## src/rtl/memory_arbiter_pkg.sv

```systemverilog
// Shared types for the memory arbiter: memory access modes, arbiter
// ownership states and the requester count.
package memory_arbiter_pkg;

  typedef enum logic [2:0] {
    ReadWriteMode_NONE      = 3'd0,
    ReadWriteMode_BYTE      = 3'd1,
    ReadWriteMode_HALFWORD  = 3'd2,
    ReadWriteMode_WORD      = 3'd3,
    ReadWriteMode_WORDLEFT  = 3'd4,
    ReadWriteMode_WORDRIGHT = 3'd5
  } ReadWriteMode_t;

  typedef enum logic [1:0] {
    IDLE = 2'd0,
    OWN0 = 2'd1,
    OWN1 = 2'd2
  } ArbiterOwner_t;

  localparam int NUM_MEM_REQUESTERS = 2;
  localparam int BURST_W            = 4;

  // Ownership state that corresponds to a requester index.
  function automatic ArbiterOwner_t owner_of(input logic idx);
    return idx ? OWN1 : OWN0;
  endfunction

endpackage

```

## src/rtl/memory_arbiter_pick.sv

```systemverilog
// Combinational grant decision: round-robin between two requesters with a
// bounded burst lock for the current owner.
module memory_arbiter_pick
  import memory_arbiter_pkg::*;
#(
  parameter int MAX_BURST = 4
) (
  input  logic [NUM_MEM_REQUESTERS-1:0] valid,
  input  ArbiterOwner_t                 owner,
  input  logic [BURST_W-1:0]            burst_count,
  input  logic                          last_served,
  output logic [NUM_MEM_REQUESTERS-1:0] grant
);

  localparam logic [BURST_W-1:0] MAX_BURST_L = BURST_W'(MAX_BURST);

  logic burst_open;

  // Pick the one-hot winner for this cycle.
  always_comb begin
    // NOTE: every output gets a default before any branch so no latch is inferred.
    grant      = '0;
    burst_open = (burst_count < MAX_BURST_L);
    unique case (valid)
      2'b01: grant = 2'b01;
      2'b10: grant = 2'b10;
      2'b11: begin
        if (owner == OWN0 && burst_open)      grant = 2'b01;
        else if (owner == OWN1 && burst_open) grant = 2'b10;
        else                                  grant = last_served ? 2'b01 : 2'b10;
      end
      default: grant = '0;
    endcase
  end

endmodule

```

## src/rtl/memory_arbiter.sv

```systemverilog
// Two-requester arbiter for the shared Memory data port. Forwards the granted
// request combinationally and registers load data back to the winner.
module memory_arbiter
  import memory_arbiter_pkg::*;
#(
  parameter int MAX_BURST = 4
) (
  input  logic                                clk,
  input  logic                                rst,
  input  logic [NUM_MEM_REQUESTERS-1:0]       reqValid,
  input  logic [NUM_MEM_REQUESTERS-1:0][31:0] reqAddress,
  input  logic [NUM_MEM_REQUESTERS-1:0][31:0] reqData,
  input  logic [NUM_MEM_REQUESTERS-1:0][2:0]  reqWriteMode,
  input  logic [NUM_MEM_REQUESTERS-1:0][2:0]  reqReadMode,
  input  logic [NUM_MEM_REQUESTERS-1:0]       reqUnsignedLoad,
  output logic [NUM_MEM_REQUESTERS-1:0]       reqReady,
  output logic [NUM_MEM_REQUESTERS-1:0]       rspValid,
  output logic [NUM_MEM_REQUESTERS-1:0][31:0] rspData,
  output logic [31:0]                         memAddress,
  output logic [31:0]                         memData,
  output logic [2:0]                          memWriteMode,
  output logic [2:0]                          memReadMode,
  output logic                                memUnsignedLoad,
  input  logic [31:0]                         memDataOutput
);

  localparam logic [BURST_W-1:0] MAX_BURST_L = BURST_W'(MAX_BURST);

  ArbiterOwner_t                         owner_q, owner_d;
  logic                                  last_served_q, last_served_d;
  logic [BURST_W-1:0]                    burst_count_q, burst_count_d;
  logic [NUM_MEM_REQUESTERS-1:0]         rsp_valid_q, rsp_valid_d;
  logic [NUM_MEM_REQUESTERS-1:0][31:0]   rsp_data_q, rsp_data_d;
  logic [NUM_MEM_REQUESTERS-1:0]         grant_raw, grant;
  logic                                  sel;

  memory_arbiter_pick #(.MAX_BURST(MAX_BURST)) u_pick (
    .valid       (reqValid),
    .owner       (owner_q),
    .burst_count (burst_count_q),
    .last_served (last_served_q),
    .grant       (grant_raw)
  );

  // Reset masks the grant so nothing reaches Memory while rst is high.
  assign grant    = rst ? '0 : grant_raw;
  assign sel      = grant[1];
  assign reqReady = grant;
  assign rspValid = rsp_valid_q;
  assign rspData  = rsp_data_q;

  // Forward the winning request to Memory, or an idle beat when nobody wins.
  always_comb begin
    memAddress      = '0;
    memData         = '0;
    memWriteMode    = ReadWriteMode_NONE;
    memReadMode     = ReadWriteMode_NONE;
    memUnsignedLoad = 1'b0;
    if (grant != '0) begin
      memAddress      = reqAddress[sel];
      memData         = reqData[sel];
      memWriteMode    = reqWriteMode[sel];
      memReadMode     = reqReadMode[sel];
      memUnsignedLoad = reqUnsignedLoad[sel];
    end
  end

  // Ownership, fairness and burst bookkeeping plus load-response capture.
  always_comb begin
    owner_d       = owner_q;
    last_served_d = last_served_q;
    burst_count_d = burst_count_q;
    rsp_valid_d   = '0;
    rsp_data_d    = rsp_data_q;
    if (grant != '0) begin
      last_served_d = sel;
      if (owner_q == owner_of(sel)) begin
        burst_count_d = (burst_count_q >= MAX_BURST_L) ? burst_count_q
                                                       : burst_count_q + 1'b1;
      end else begin
        owner_d       = owner_of(sel);
        burst_count_d = BURST_W'(1);
      end
    end else begin
      owner_d       = IDLE;
      burst_count_d = '0;
    end
    for (int k = 0; k < NUM_MEM_REQUESTERS; k++) begin
      if (grant[k] && reqReadMode[k] != ReadWriteMode_NONE) begin
        rsp_valid_d[k] = 1'b1;
        rsp_data_d[k]  = memDataOutput;
      end
    end
  end

  // State registers with synchronous active-high reset.
  always_ff @(posedge clk) begin
    // NOTE: sequential state uses non-blocking assignments so every flop samples pre-edge values.
    if (rst) begin
      owner_q       <= IDLE;
      last_served_q <= 1'b1;
      burst_count_q <= '0;
      rsp_valid_q   <= '0;
      rsp_data_q    <= '0;
    end else begin
      owner_q       <= owner_d;
      last_served_q <= last_served_d;
      burst_count_q <= burst_count_d;
      rsp_valid_q   <= rsp_valid_d;
      rsp_data_q    <= rsp_data_d;
    end
  end

endmodule

```

## config.mk

```make
export PLATFORM = sky130hd
export DESIGN_NAME = memory_arbiter
export DESIGN_NICKNAME = d
export VERILOG_FILES = /design/src/rtl/memory_arbiter_pkg.sv /design/src/rtl/memory_arbiter_pick.sv /design/src/rtl/memory_arbiter.sv
export SDC_FILE = /design/constraint.sdc
export NUM_CORES = 1
export LEC_CHECK = 0
export ABC_AREA = 1
export CAP_MARGIN = 20
export CORE_ASPECT_RATIO = 0.6
export CORE_UTILIZATION = 29
export DETAILED_ROUTE_END_ITERATION = 8
export HOLD_SLACK_MARGIN = 0.03
export PLACE_DENSITY = 0.78
export SYNTH_ARGS = -nofsm -noshare
export SYNTH_HDL_FRONTEND = slang
export SYNTH_SLANG_ARGS = --single-unit
```

## constraint.sdc

```tcl
create_clock -name clk -period 1.6 [get_ports clk]
set_clock_uncertainty 0.05 [all_clocks]
set_input_delay 0.32 -clock clk [delete_from_list [all_inputs] [get_ports clk]]
set_output_delay 0.32 -clock clk [all_outputs]
set_load 0.1 [all_outputs]
```

==> flow_summary.yaml, run 1 <==
run_status:
  status: "complete, but fails checks"
  violations: "setup timing"
worst_setup_path:
  crit_fanout: 9
  cp-end-kind: "output pin"
  slowest_delay_ns: 0.34
  path_cells: "nor2_4, nand2_1, nand2_1, nand2_2, nand2_2, nand2_4, nand2_8, clkbuf_16, o21ai_2, buf_4, nor2_4, buf_12"
  worstSetupPathType: "reg2out"
  start_kind: "register"
  cp_slowest_cell: "dfxtp_2"
  crit_start: "burst_count_q[3]"
  worstPathRequired_ns: 1.23
  crit_arrival_ns: 2.26
  rr_startpoint: "owner_q[0]"
cts:
  clockRootBuffer: "clkbuf_16"
  clk_latency_ns: 0.34
  cts_made_buffers: 9
  cts.sinks: 73
  cts_buffer_depth: 2
  clkTransAtPathRegs_ns: 0.06
  cts_max_level: 3
  tritoncts: "yes"
layout:
  num-fill-cells: 316
  syn2layout_area_growth_pct: 214
  nNetsFinal: 1142
  final_cells: 1134
  final_core_util_pct: 94.2
  drive_gt1_share_pct: 50.9
placed_design:
  dpl_worst_slack_ns: -0.868
  place.gp.congestion: 0.850
  dp_hpwl_mm: 14.1
  dp.cells: 1073
  port_buffers: 316
floorplan:
  initial_core_util_pct: 30.1
  ios: 317
  die_w_um: 147
  die_area_sq_um: 13000
  placementRows: 31
  die_y_um: 88.9
  core_sq_um: 12100
power_and_ir_drop:
  switching_share_pct: 44.5
  p_clk_share_pct: 22.8
  finalPower_mw: 10.7
  total_leakage_power_nw: 4.68
  cell_internal_pwr_mw: 5.91
  combPwrFrac_pct: 57.2
  switching_power_mw: 4.75
  ir_drop_uv: 756
  p_seq_share_pct: 20.0
  power.density_nw_per_um2: 931
synth:
  ys_top_cells_by_area: "dfxtp_1, nor2_1, nand2_1"
  synth_top_area_cell: "dfxtp_1"
  synthMuxAreaShare_pct: 0.274
  ys_warn_count: 0
  synth_nets: 748
  ys_seq_elements: 73
  synthAdderAreaFrac_pct: 0.343
  synth-xor-area-share_pct: 0.240
  synth.avg_cell_area_sq_um: 6.41
  synthSimpleGateAreaFrac_pct: 40.0
  synth-seq-area-share_pct: 40.1
  synth-compound-area-share_pct: 10.2
  synthCells: 569
  yosys.area.top_type_share_pct: 40.1
  synth_top_family_by_area: "simple AND/OR/NAND/NOR gates"
  yosys.cell_types.count: 23
  netlist_area_sq_um: 3650
route:
  vias_per_cell: 5.59
  met3_length_mm: 2.76
  highest-signal-layer: "met4"
  drt_iter0_markers: 385
  post_drt_wl_per_cell_um: 25.6
  vias: 6343
  ant_nets: 0
  drt_first_pass_iters: 6
  drc_errors: 0
  wl_met1_mm: 10.1
  wl_mm: 29.0
  routed-wl-met2_mm: 14.4
sta:
  worst_pin_slew_ns: 0.330
  fmax_ghz: 0.381
  final_max_slew_viol_count: 0
  hold_viol_final: 0
  relSlewSlack_pct: 77.9
  hold_slack_ns: 0.449
  rsz0062_at_grt: "yes"
  setup_viol: 144
  worst_slack_ns: -1.03
  post-route-period-util_pct: 164
  period_needed_ns: 2.63
global_route:
  grt_pass1_vias: 5694
  grt.total_usage_pct: 32.0
  grt.overflow.total: 0
  grt_max_degree: 67
  grt_first_pass_wirelength_mm: 31.3
  antenna_found_initial: 1
hold_path:
  min_path_type: "reg2reg"
  min_from: "rspData[1]"
run:
  drv_cap: 0
==> cell usage in the layout (no fill, tap or decap) <==
cell type	instances
clkdlybuf4s50_1	176
dlymetal6s2s_1	1
buf_8	3
o21ai_2	32
nand2_8	2
inv_6	4
ha_1	1
a21oi_1	1
nand2_4	2
nand3_1	65
nand2_1	118
diode_2	1
nand3_4	2
buf_12	155
clkinv_4	2
o21ai_4	30
nand4_1	1
dfxtp_2	4
dfxtp_1	69
nand3_2	2
buf_6	17
inv_1	12
clkinv_8	1
mux2i_1	1
a21oi_2	2
nand2_2	19
inv_8	1
nor2_4	96
bufinv_16	3
nor2_2	32
clkinv_16	1
buf_4	50
clkbuf_16	21
xnor2_1	1
o21ai_1	9
nor2_1	20
buf_16	7
bufbuf_16	2
inv_2	3
==> repair_timing <==
item                       CTS  global route
gates cloned                 9            15
hold buffers                 0             0
gates resized for setup    124           156
pin swaps                   17            38
hold endpoints to repair     0             0
buffers inserted            13            14
setup endpoints to repair  142           144
==> kinds of logic (layout without fill, tap and decap cells) <==
family	after synthesis	count (layout)
flip-flops	73	73
AO/OA/AOI/OAI	74	74
adder cells (fa/ha/maj)	1	1
AND/OR/NAND/NOR	359	359
buffers and inverters	60	459
multiplexers	1	1
XOR/XNOR	1	1
other	0	1
==> state kept, by name (all words and copies together), names as in the netlist <==
register,count
owner_q,2
last_served_q,1
burst_count_q,4
rspValid,2
rspData,64
==> per-stage QoR <==
stage                     area (sq um)  TNS [ns]
after floorplan                   4280    -36.01
final                            11400    -89.70
after detailed placement          9380    -87.47
after CTS                        10400    -67.05
after global routing             11400    -96.95
after global placement            9380    -81.18
==> power groups by stage <==
| stage | logic (mW) | registers [mW] | clock network, mW |
|---|---|---|---|
| global placement | 5.10 | 2.13 | 0 |
| detailed placement | 5.16 | 2.14 | 0 |
| CTS | 5.51 | 2.11 | 2.39 |
| floorplan | 2.10 | 3.00 | 0 |
| global route | 6.22 | 2.13 | 2.50 |
| finish | 6.10 | 2.13 | 2.43 |
==> critical path: cells and delay by family, from the launching register on <==
kind	cells	cell delay (ns)
buffers and inverters	3	0.54
flip-flops	1	0.34
AO/OA/AOI/OAI	1	0.08
AND/OR/NAND/NOR	8	0.93
==> cells in the mapped netlist (all sizes together) <==
cell type and count:
xnor2 1, nor2 148, mux2i 1, inv 19, dfxtp 73, ha 1
a21oi 3, buf 31, nand4 1, clkbuf 10, nand3 69, o21ai 71
nand2 141
==> per-layer routing <==
metal / GRT usage, % / vias to the layer above
met1: 33.2 / 3089
li1: - / 2612
met2: 60.0 / 475
met3: 11.1 / 167
met4: 13.7 / 0
met5: 0 / -
==> final timing paths <==
check	endpoint	slack, ns	depth (start not counted)
worst max-delay path	memAddress[23]	-1.03	12
worst min-delay path	rspData[1]	0.45	2
worst max register to register	rspData[25]	-0.52	14
worst min register to register	rspData[1]	0.45	2
==> layout make-up <==
cell class,count,area [sq um],area share (%)
timing repair buffer,423,6050,52.9
multi-input combinational,436,3230,28.3
sequential,73,1470,12.8
clock inverter,7,125,1.09
inverter,19,115,1.01
antenna,1,2.50,0.0219
clock buffer,9,225,1.97
tap,165,206,1.80
timing repair inverter,1,16.3,0.142
Note: power is estimated with default switching activity, not from simulation.
==> run 2, diff against run 1 <==
- ABC_AREA: 1 -> unset
- CORE_UTILIZATION: 29 -> 28
- PLACE_DENSITY: 0.78 -> 0.77
==> flow_summary.yaml, run 2 <==
cts:
  clk_latency_ns: 0.33
  clockRootBuffer: "clkbuf_16"
  cts_made_buffers: 9
  cts_buffer_depth: 2
  tritoncts: "yes"
  cts_max_level: 3
  clkTransAtPathRegs_ns: 0.06
  cts.sinks: 73
floorplan:
  ios: 317
  placementRows: 31
  die_w_um: 146
  initial_core_util_pct: 28.8
  die_area_sq_um: 12900
  core_sq_um: 12100
  die_y_um: 88.4
placed_design:
  dp_hpwl_mm: 15.8
  place.gp.congestion: 0.887
  port_buffers: 316
  dpl_worst_slack_ns: -0.779
route:
  ant_nets: 0
  drt_iter0_markers: 419
  post_drt_wl_per_cell_um: 26.7
  wl_mm: 26.2
  drt_first_pass_iters: 6
  drc_errors: 0
  vias: 5587
  vias_per_cell: 5.70
global_route:
  grt_max_degree: 33
  grt.overflow.total: 0
  grt_pass1_vias: 5393
  grt_first_pass_wirelength_mm: 32.2
  antenna_found_initial: 1
  grt.total_usage_pct: 33.3
synth:
  ys_seq_elements: 73
  synth_top_area_cell: "dfxtp_1"
  synth_top_flop_cell: "dfxtp_1"
  netlist_area_sq_um: 3480
  synthCells: 438
  yosys.cell_types.count: 29
  ys_top_cells_by_area: "dfxtp_1, a22o_1, o21ai_0"
  synth_edf_count: 0
  yosys.area.top_type_share_pct: 42.0
  async_flop_share_pct: 0
  ys_warn_count: 0
  synth_nets: 617
  synthTopCellsByCount: "dfxtp_1, nand2_1, o21ai_0, nand3_1, a22o_1"
  synth.avg_cell_area_sq_um: 7.95
  synth-seq-area-share_pct: 42.0
layout:
  most-common-layout-cells: "clkdlybuf4s50_1, buf_12, nand2_1, o21ai_4, dfxtp_1"
  nNetsFinal: 989
  syn2layout_area_growth_pct: 205
  multi_input_area_sq_um: 2870
  seqCellArea_sq_um: 1470
  num-fill-cells: 488
  largest_reg_flops: 64
  drive_gt1_share_pct: 44.0
  final_common_cell: "clkdlybuf4s50_1"
  final_core_util_pct: 87.8
sta:
  final_max_slew_viol_count: 0
  worst_pin_slew_ns: 0.418
  hold_viol_final: 0
  post-route-period-util_pct: 159
  period_needed_ns: 2.54
  setup_viol: 140
  fmax_ghz: 0.394
  rsz0062_at_grt: "yes"
  relSlewSlack_pct: 72.1
  worst_slack_ns: -0.941
run:
  drv_cap: 0
worst_setup_path:
  crit_fanout: 7
  worstSetupPathType: "reg2out"
  cp-end-kind: "output pin"
  crit_arrival_ns: 2.17
  start_kind: "register"
  worstPathRequired_ns: 1.23
run_status:
  violations: "setup timing"
  status: "complete, but fails checks"
power_and_ir_drop:
  ir_drop_uv: 697
  power.density_nw_per_um2: 876
  total_leakage_power_nw: 4.14
hold_path:
  min_path_type: "reg2reg"
-- run 2: path summary, 6_finish.rpt --
check,from,endpoint,slack (ns),cells after the start
worst max register to register,owner_q[0],rspData[16],-0.77,13
worst min register to register,burst_count_q[1],burst_count_q[1],0.45,2
worst max-delay path,owner_q[0],memData[5],-0.94,9
worst min-delay path,burst_count_q[1],burst_count_q[1],0.45,2
-- run 2: kinds of logic after synthesis --
kind of cell               count (synthesis)  synth area share (%)
and+or+nand+nor                          158                  20.6
buffers and inverters                     48                  5.86
AOI/OAI and AO/OA                        158                  31.3
adders and majority gates                  1                 0.359
DFF                                       73                  42.0
-- run 2: metal layers --
layer	track usage, %	part of all wire [%]
met1	39.4	36
met2	60.7	51
met3	8.25	8.3
met4	10.3	4.7
met5	0	0
-- run 2: area by class of cell --
type / instances / share of cell area (%)
antenna: 1 / 0.0235
multi-input combinational: 317 / 27.0
tap: 165 / 1.94
sequential: 73 / 13.8
timing repair buffer: 404 / 54.2
clock inverter: 7 / 0.753
inverter: 5 / 0.177
clock buffer: 9 / 2.12
-- run 2: where the power goes --
part	leakage, nW	switching [mW]	internal, mW
logic	3.39	3.06	2.06
registers	0.601	0.153	1.94
clock network	0.142	0.873	1.22
-- run 2: metrics by stage --
| step | power (mW) | hold WS, ns | std cells | TNS, ns | area (sq um) |
|---|---|---|---|---|---|
| after detailed placement | 6.86 | 0.446 | 935 | -86.51 | 9630 |
| after CTS | 9.10 | 0.454 | 976 | -89.34 | 10400 |
| after global routing | 9.52 | 0.490 | 980 | -106.04 | 10600 |
| final | 9.31 | 0.448 | 981 | -102.59 | 10600 |
| after global placement | 6.79 | 0.417 | 935 | -81.61 | 9630 |
| after floorplan | 4.80 | 0.403 | 438 | -48.15 | 4440 |
-- run 2: critical path: stages, from the launching register on --
cell	delay [ns]
dfxtp_2	0.35
buf_6	0.10
nor3b_4	0.25
o221a_4	0.24
nor2_4	0.05
buf_4	0.15
buf_12	0.14
buf_12	0.13
o21ai_4	0.21
buf_12	0.20
-- run 2: timing repair --
item,CTS,global route
setup endpoints to repair,140,143
pin swaps,4,9
hold buffers,0,0
resized for setup,50,36
gates cloned,7,1
setup buffers,20,9
==> run 3, diff against run 2 <==
- CORE_AREA: unset -> 2 2 124 126
- CORE_ASPECT_RATIO: 0.6 -> unset
- CORE_UTILIZATION: 28 -> unset
- DIE_AREA: unset -> 0 0 126 128
- PLACE_DENSITY: 0.77 -> unset
- clock period: 1.6 -> 3.2 ns (I/O delays scaled with it)
==> flow_summary.yaml, run 3 (synthesis results as in run 2) <==
run_status:
  status: "finished, final reports clean"
worst_setup_path:
  path_cells: "clkdlybuf4s50_1, inv_1, a21oi_4, buf_4, nand2_1, o21ai_1, buf_12"
  crit_fanout: 5
  critPathBufInv: 4
  cp_top_family: "buffers and inverters"
  cp_slowest_cell: "clkdlybuf4s50_1"
  start_kind: "input pin"
  cp-end-kind: "output pin"
  crit_arrival_ns: 2.41
  worstPathRequired_ns: 2.51
  slowest_delay_ns: 0.57
  worstSetupPathType: "in2out"
route:
  vias_per_cell: 5.04
  post_drt_wl_per_cell_um: 19.9
  vias: 4744
  ant_nets: 0
  drt_first_pass_iters: 4
  drt_iter0_markers: 203
  drc_errors: 0
  wl_mm: 18.7
cts:
  cts_hold_buf: 0
  tritoncts: "yes"
  cts_buffer_depth: 2
  cts_max_level: 3
  clkTransAtPathRegs_ns: 0.05
  clk_latency_ns: 0.33
  cts_resized: 0
  cts_made_buffers: 9
  cts.sinks: 73
  cts_setup_buffers: 0
  clockRootBuffer: "clkbuf_16"
sta:
  setup_viol: 0
  fmax_ghz: 0.323
  final_max_slew_viol_count: 0
  post-route-period-util_pct: 96.8
  period_needed_ns: 3.10
  hold_viol_final: 0
  worst_pin_slew_ns: 0.526
  relSlewSlack_pct: 64.9
  rsz0062_at_grt: "no"
  worst_slack_ns: 0.102
placed_design:
  dpl_worst_slack_ns: 0.0896
  dp_hpwl_mm: 14.4
  dpl_cell_area_sq_um: 8110
  place.gp.congestion: 0.882
  port_buffers: 316
global_route:
  grt_first_pass_wirelength_mm: 27.7
  gr-usage-met3_pct: 8.64
  grt_max_degree: 55
  antenna_found_initial: 4
  grt.total_usage_pct: 22.2
  grt_pass1_vias: 4876
  grtUsageMet2_pct: 38.2
  grt.overflow.total: 0
  grt_use_met1_pct: 24.8
  grt-busiest-layer: "met2"
layout:
  seqCellArea_sq_um: 1460
  final_common_cell: "clkdlybuf4s50_1"
  num-fill-cells: 1267
  final_area_sq_um: 8500
  most-common-layout-cells: "clkdlybuf4s50_1, buf_12, buf_4, nand2_1, dfxtp_1"
  nNetsFinal: 923
  syn2layout_area_growth_pct: 144
  multi_input_area_sq_um: 2420
  drive_gt1_share_pct: 31.9
  largest_reg_flops: 64
floorplan:
  core_sq_um: 14900
  die_y_um: 128
  initial_core_util_pct: 23.4
  placementRows: 45
  ios: 317
  die_area_sq_um: 16100
  die_w_um: 126
power_and_ir_drop:
  ir_drop_uv: 280
  total_leakage_power_nw: 3.37
  power.density_nw_per_um2: 492
run:
  drv_cap: 0
hold_path:
  min_path_type: "reg2reg"
-- run 3: power breakdown --
part | internal, mW | switching [mW]
clock | 0.705 | 0.363
combinational | 0.717 | 1.38
sequential | 0.973 | 0.0365
-- run 3: area by class of cell --
class	instances	area share [%]
multi-input cells	317	28.5
well taps	188	2.77
diodes	4	0.118
clock inverters	4	0.898
flip-flops and latches	73	17.2
clock buffers	12	2.90
repair buffers	338	47.4
inverters	5	0.221
-- run 3: per-layer routing --
layer	vias to the layer above	routed length, um
met1	2266	6990
met4	0	450
met5	-	0
met2	231	9490
met3	28	1790
li1	2219	-
-- run 3: worst paths after layout --
path | cells past startpoint | end | slack, ns | from
setup / recovery | 7 | memUnsignedLoad | 0.10 | reqValid[0]
hold / removal | 1 | rspData[51] | 0.42 | rspData[51]
setup reg to reg | 5 | rspData[30] | 1.10 | owner_q[0]
hold reg to reg | 1 | rspData[51] | 0.42 | rspData[51]
-- run 3: metrics by stage --
| step | cells | util, % | total power, mW | hold slack (ns) | setup TNS [ns] |
|---|---|---|---|---|---|
| final | 941 | 57.2 | 4.18 | 0.423 | 0 |
| after global routing | 941 | 57.2 | 4.31 | 0.432 | 0 |
| after CTS | 935 | 56.8 | 4.20 | 0.427 | 0 |
| after detailed placement | 919 | 54.6 | 3.12 | 0.406 | 0 |
| after global placement | 919 | 54.6 | 3.11 | 0.407 | 0 |
| after floorplan | 438 | - | 2.33 | 0.407 | -9.67 |
-- run 3: worst reg2reg max path: stages (launching register included) --
cell	delay [ns]
dfxtp_1	0.38
nor3b_2	0.37
o22ai_1	0.28
a221o_1	0.40
buf_4	0.25
a22o_1	0.26
==> patch 1: new RTL, flow settings as in run 1 <==
`BURST_W`: 4 -> 6.
--- a/src/rtl/memory_arbiter_pkg.sv
+++ b/src/rtl/memory_arbiter_pkg.sv
@@ -20,3 +20,3 @@
   localparam int NUM_MEM_REQUESTERS = 2;
-  localparam int BURST_W            = 4;
+  localparam int BURST_W            = 6;
 
Function: same outputs for any inputs over 10 cycles, from zero or initial values and one cycle with rst high; that may be too few to reach the edited logic, so the function may still have changed.
==> patch 1 against run 1 <==
Total power shrank 0.43%; sequential cell count grew 2; final cell count shrank 1.5%; via count grew 2.7%; worst hold slack lost 0.026 ns; clock power shrank 5%; setup slack lost 0.35 ns; critical endpoint is now memData[9]; sequential share of layout area grew 0.34 points; wire length grew 11%; the run still ends with negative setup slack left; final area is essentially flat; area after synthesis grew 1.5%; critical path depth is the same.
==> patch 1: results (changes against run 1) <==
metric,value,unit,change
grt_pass1_vias,6280,,+10%
grt_max_degree,68,,+1.5%
synth_common_cells,"nor2_1, nand2_1, dfxtp_1",,
reg2reg_slack,-0.80,ns,-0.28 ns
drt_iter0_drc,564,,+46%
status,"complete, but fails checks",,
synth_cells,580,,+1.9%
setup_viol,148,,+2.8%
reg2reg_to,burst_count_q[0],,
finalSetupTns,-131.43,ns,-41.74 ns
synthArstFlopShare,0,,unchanged
yosysSeqAreaShare,0.405,,+0.00486
antenna_found_initial,1,,unchanged
grt_pass1_wl,36700,um,+17%
tightestPinTransition,0.456,ns,+0.125 ns
viasPerCell,5.83,,+4.3%
r2r_start,owner_q[1],,
timing.critical_path.to,memData[9],,
drive_gt1_frac,0.558,,+0.0491
dp_cells,1049,,-2.2%
worst_ep_arrival_time,2.60,ns,+0.34 ns
peakVddDrop,0.726,mV,-4.0%
syn_nets,760,,+1.6%
dr.pass1.iters,6,,unchanged
synth_cell_types,22,,-4.3%
leakagePower,4.61,nW,-1.6%
synth.area.top_cells,"dfxtp_1, nor2_1, nand2_1, nand3_1, o21ai_1",,
hold_class,flop to flop,,
violations,negative setup slack,,
setup_ws,-1.37,ns,-0.348 ns
clk_pin_slew_worst_paths,0.06,ns,about the same
routabilityCongestion,0.841,,-1.0%
insertion_delay,0.35,ns,
worstSetupStartpoint,reqValid[1],,
fillerInstances,349,,+10%
track_usage,0.378,,+0.0575
dp_hpwl,14000,um,-0.64%
num_vias,6517,,+2.7%
wire_per_inst,28.9,um,+13%
cp_max_fo,10,,+1
==> patch 1: cell count changes after synthesis, sizes merged <==
cell / delta
a21oi: -2
a31o: +1
dfxtp: +2
ha: +1
inv: +4
mux2: +1
mux2i: -1
nand2: +1
nor2: +3
o21ai: +1
xnor2: -1
xor2: +1
==> patch 1: worst min path at each step <==
stage,depth (start not counted),slack (ns),end,start
final,2,0.42,burst_count_q[5],burst_count_q[5]
after global routing,2,0.45,burst_count_q[5],burst_count_q[5]
after CTS,2,0.40,burst_count_q[5],burst_count_q[5]
after detailed placement,2,0.38,burst_count_q[5],burst_count_q[5]
after global placement,2,0.38,burst_count_q[5],burst_count_q[5]
after floorplan,2,0.37,burst_count_q[5],burst_count_q[5]
==> patch 1: layout make-up <==
| type | instances | share of cell area |
|---|---|---|
| diodes | 1 | 0.000219 |
| well taps | 165 | 0.0181 |
| multi-input cells | 441 | 0.292 |
| flip-flops and latches | 75 | 0.132 |
| inverters | 23 | 0.0112 |
| repair inverters | 1 | 0.00142 |
| repair buffers | 395 | 0.517 |
| clock inverters | 7 | 0.00865 |
| clock buffers | 9 | 0.0197 |
==> patch 1: cells by family (layout without fill, tap and decap cells) <==
group	count (synthesis)	count (layout)	synth area share
buf+inv	64	435	0.0841
fa+ha+maj	2	2	0.00676
mux	1	1	0.00304
compound gates	74	74	0.101
other cells	0	1	0
xor+xnor	1	1	0.00237
simple gates	363	363	0.397
flops	75	75	0.405
==> patch 1: where the power goes <==
group | switching, mW | total, mW | internal, mW | leakage (nW)
registers | 0.185 | 2.19 | 2.01 | 0.618
logic | 3.78 | 6.12 | 2.34 | 3.83
clock network | 0.919 | 2.30 | 1.38 | 0.156
total | 4.88 | 10.6 | 5.73 | 4.61
==> patch 1: worst max-delay path, stage by stage <==
cell and delay (ns):
clkdlybuf4s50_1 0.46, inv_1 0.33, nor2_4 0.08, nand2_2 0.13, nand2_2 0.10, nand2_4 0.12
buf_12 0.19, inv_16 0.06, buf_12 0.15, nor2_2 0.37, nor2_4 0.08, buf_12 0.18
==> patch 1: timing repair <==
item	in CTS	in global routing
buffers inserted	22	9
gates cloned	20	8
pin swaps	27	21
setup endpoints to repair	146	148
gates resized for setup	189	126
endpoints found under the hold margin	0	0
==> patch 1: metal layers <==
layer,up-vias,GRT usage,part of all wire
met3,242,0.123,0.12
met4,4,0.208,0.082
met1,3062,0.404,0.34
li1,2605,-,-
met5,-,0,0.0027
met2,604,0.678,0.45
==> patch 1: metrics by stage <==
step           cell area (um^2)  setup slack, ns  hold WS (ns)
2_1_floorplan              4280            -1.23         0.370
3_3_place_gp               9140           -0.806         0.377
3_5_place_dp               9140           -0.841         0.380
4_1_cts                   10900           -0.935         0.396
5_1_grt                   11400            -1.34         0.449
6_report                  11400            -1.37         0.423
==> patch 2: new RTL, flow settings as in run 1 <==
Without the edit above. Register the input `reqWriteMode` before use, without a reset. The logic sees it one clock later. The other inputs are not delayed to match.
--- a/src/rtl/memory_arbiter.sv
+++ b/src/rtl/memory_arbiter.sv
@@ -27,2 +27,8 @@
   localparam logic [BURST_W-1:0] MAX_BURST_L = BURST_W'(MAX_BURST);
+
+  logic [NUM_MEM_REQUESTERS-1:0][2:0] reqWriteMode_q;
+
+  always_ff @(posedge clk) begin
+    reqWriteMode_q <= reqWriteMode;
+  end
 
@@ -61,3 +67,3 @@
       memData         = reqData[sel];
-      memWriteMode    = reqWriteMode[sel];
+      memWriteMode    = reqWriteMode_q[sel];
       memReadMode     = reqReadMode[sel];
Check against the original RTL: not equivalent (Yosys sat finds a counterexample within 4 cycles, from zero or initial values and one cycle with rst high).
==> patch 2 against run 1 <==
Clock power fell by 16%; first-iteration DRC count fell by 57%; final area down 11%; largest cell class unchanged; setup slack better by 0.28 ns; area after synthesis grew 3.9%; non-clock buffer count shrank 52; sequential share of layout area up 2.8 points; the flow still finishes with violations (negative setup slack); total power decreased by 9.3%; count of clock-buffer cells in the layout stayed put; wire length fell by 32%; via count down 19%; sequential cell count is 6 higher.
==> patch 2: results (changes against run 1) <==
metric,value,unit,change
largest_reg_flops,64,,unchanged
crit_family,buffers and inverters,,
syn_nets,739,,-1.2%
cts_buffer_depth,2,,unchanged
setup_ws,-0.744,ns,+0.282 ns
synth_cell_types,25,,+8.7%
antenna_found_initial,1,,unchanged
cts_max_level,3,,unchanged
min_path_cells,1,,-1
routabilityCongestion,0.911,,+7.1%
yosysSeqAreaShare,0.417,,+0.0168
r2r_start,owner_q[1],,
clock-root-buffer,clkbuf_16,,
hold_path_startpoint,reqWriteMode[3],,
synth-seq-cells,79,,+8.2%
violations,negative setup slack,,
hold_class,input port to flop,,
avgSynthCellArea,6.77,um^2,+5.5%
dp_cells,1042,,-2.9%
reg2reg_depth,12,,-2
wirelength,19700,um,-32%
clk_pin_slew_worst_paths,0.06,ns,about the same
drive_gt1_frac,0.394,,-0.116
grt_pass1_wl,29600,um,-5.4%
instances_no_fill,1073,,-5.4%
drt_iter0_drc,165,,-57%
synthArstFlopShare,0,,unchanged
dpl_cell_area,9370,um^2,-0.16%
dp_slack,-0.818,ns,+0.0494 ns
cp_slowest_cell,dfxtp_1,,
cts_buffers,9,,unchanged
viasPerCell,4.82,,-14%
synth.area.top_cells,"dfxtp_1, nor2_1, nand2_1, nand3_1, a21oi_1",,
grt_pass1_vias,5476,,-3.8%
peakVddDrop,0.677,mV,-10%
max_slew_margin,0.660,,-0.119
yosys_warnings,0,,unchanged
cpPeakStageDelay,0.38,ns,+0.04 ns
dr.pass1.iters,4,,-2
status,"complete, but fails checks",,
finalSetupTns,-71.03,ns,+18.67 ns
leakagePower,4.19,nW,-10%
track_usage,0.285,,-0.0351
switching_share,0.444,,-0.00150
cp_max_fo,8,,-1
dp_hpwl,14200,um,+0.89%
setup_viol,143,,-0.69%
port_buffers,316,,unchanged
worst_ep_arrival_time,1.97,ns,-0.29 ns
insertion_delay,0.33,ns,
reg2reg_slack,-0.38,ns,+0.14 ns
holdPathEnd,reqWriteMode_q[3],,
grt_max_degree,68,,+1.5%
reg2reg_to,rspData[41],,
holdWs,0.372,ns,-0.0766 ns
synth_common_cells,"nor2_1, nand2_1, dfxtp_1",,
[patch 2: timing repair]
| item | CTS | global route |
|---|---|---|
| setup endpoints to repair | 143 | 144 |
| resized for setup | 76 | 14 |
| hold buffers | 0 | 0 |
| cloned | 3 | 2 |
| pin swaps | 10 | 2 |
| buffers inserted | 5 | 4 |
[patch 2: per-layer routing]
metal | up-vias | GRT usage | wire length, um
li1 | 2498 | - | -
met1 | 2433 | 0.297 | 7490
met2 | 187 | 0.512 | 10100
met3 | 49 | 0.105 | 1510
met4 | 0 | 0.119 | 663
met5 | - | 0 | 0
[patch 2: area by class of cell]
class                      instances  area [um^2]
antenna                            1         2.50
clock buffer                       9          225
clock inverter                     7         71.3
fill                             670         2240
inverter                          24          103
multi-input combinational        416         2710
sequential                        79         1590
tap                              165          206
timing repair buffer             371         5260
timing repair inverter             1         7.51
[patch 2: power by group through the flow]
stage               Clock (mW)  Sequential (mW)  Combinational [mW]
floorplan                    0             3.17                2.13
global placement             0             2.30                5.10
detailed placement           0             2.31                5.15
CTS                       2.07             2.27                5.31
global route              2.15             2.28                5.53
finish                    2.03             2.27                5.37
[patch 2: worst max path at each step]
stage                          start             end  slack [ns]  cells past startpoint
floorplan           burst_count_q[3]  memAddress[10]       -0.51                      9
global placement         reqValid[1]     memData[27]       -0.78                     10
detailed placement       reqValid[1]     memData[27]       -0.82                     10
CTS                 burst_count_q[3]      memData[6]       -0.75                     10
global route        burst_count_q[3]   memAddress[9]       -0.84                     11
finish                    owner_q[1]   memAddress[9]       -0.74                     10
[patch 2: cell families after synthesis]
group / synth area share
xor+xnor: 0.00231
flops: 0.417
fa+ha+maj: 0.00330
compound gates: 0.154
buf+inv: 0.0825
mux: 0.00264
simple gates: 0.338
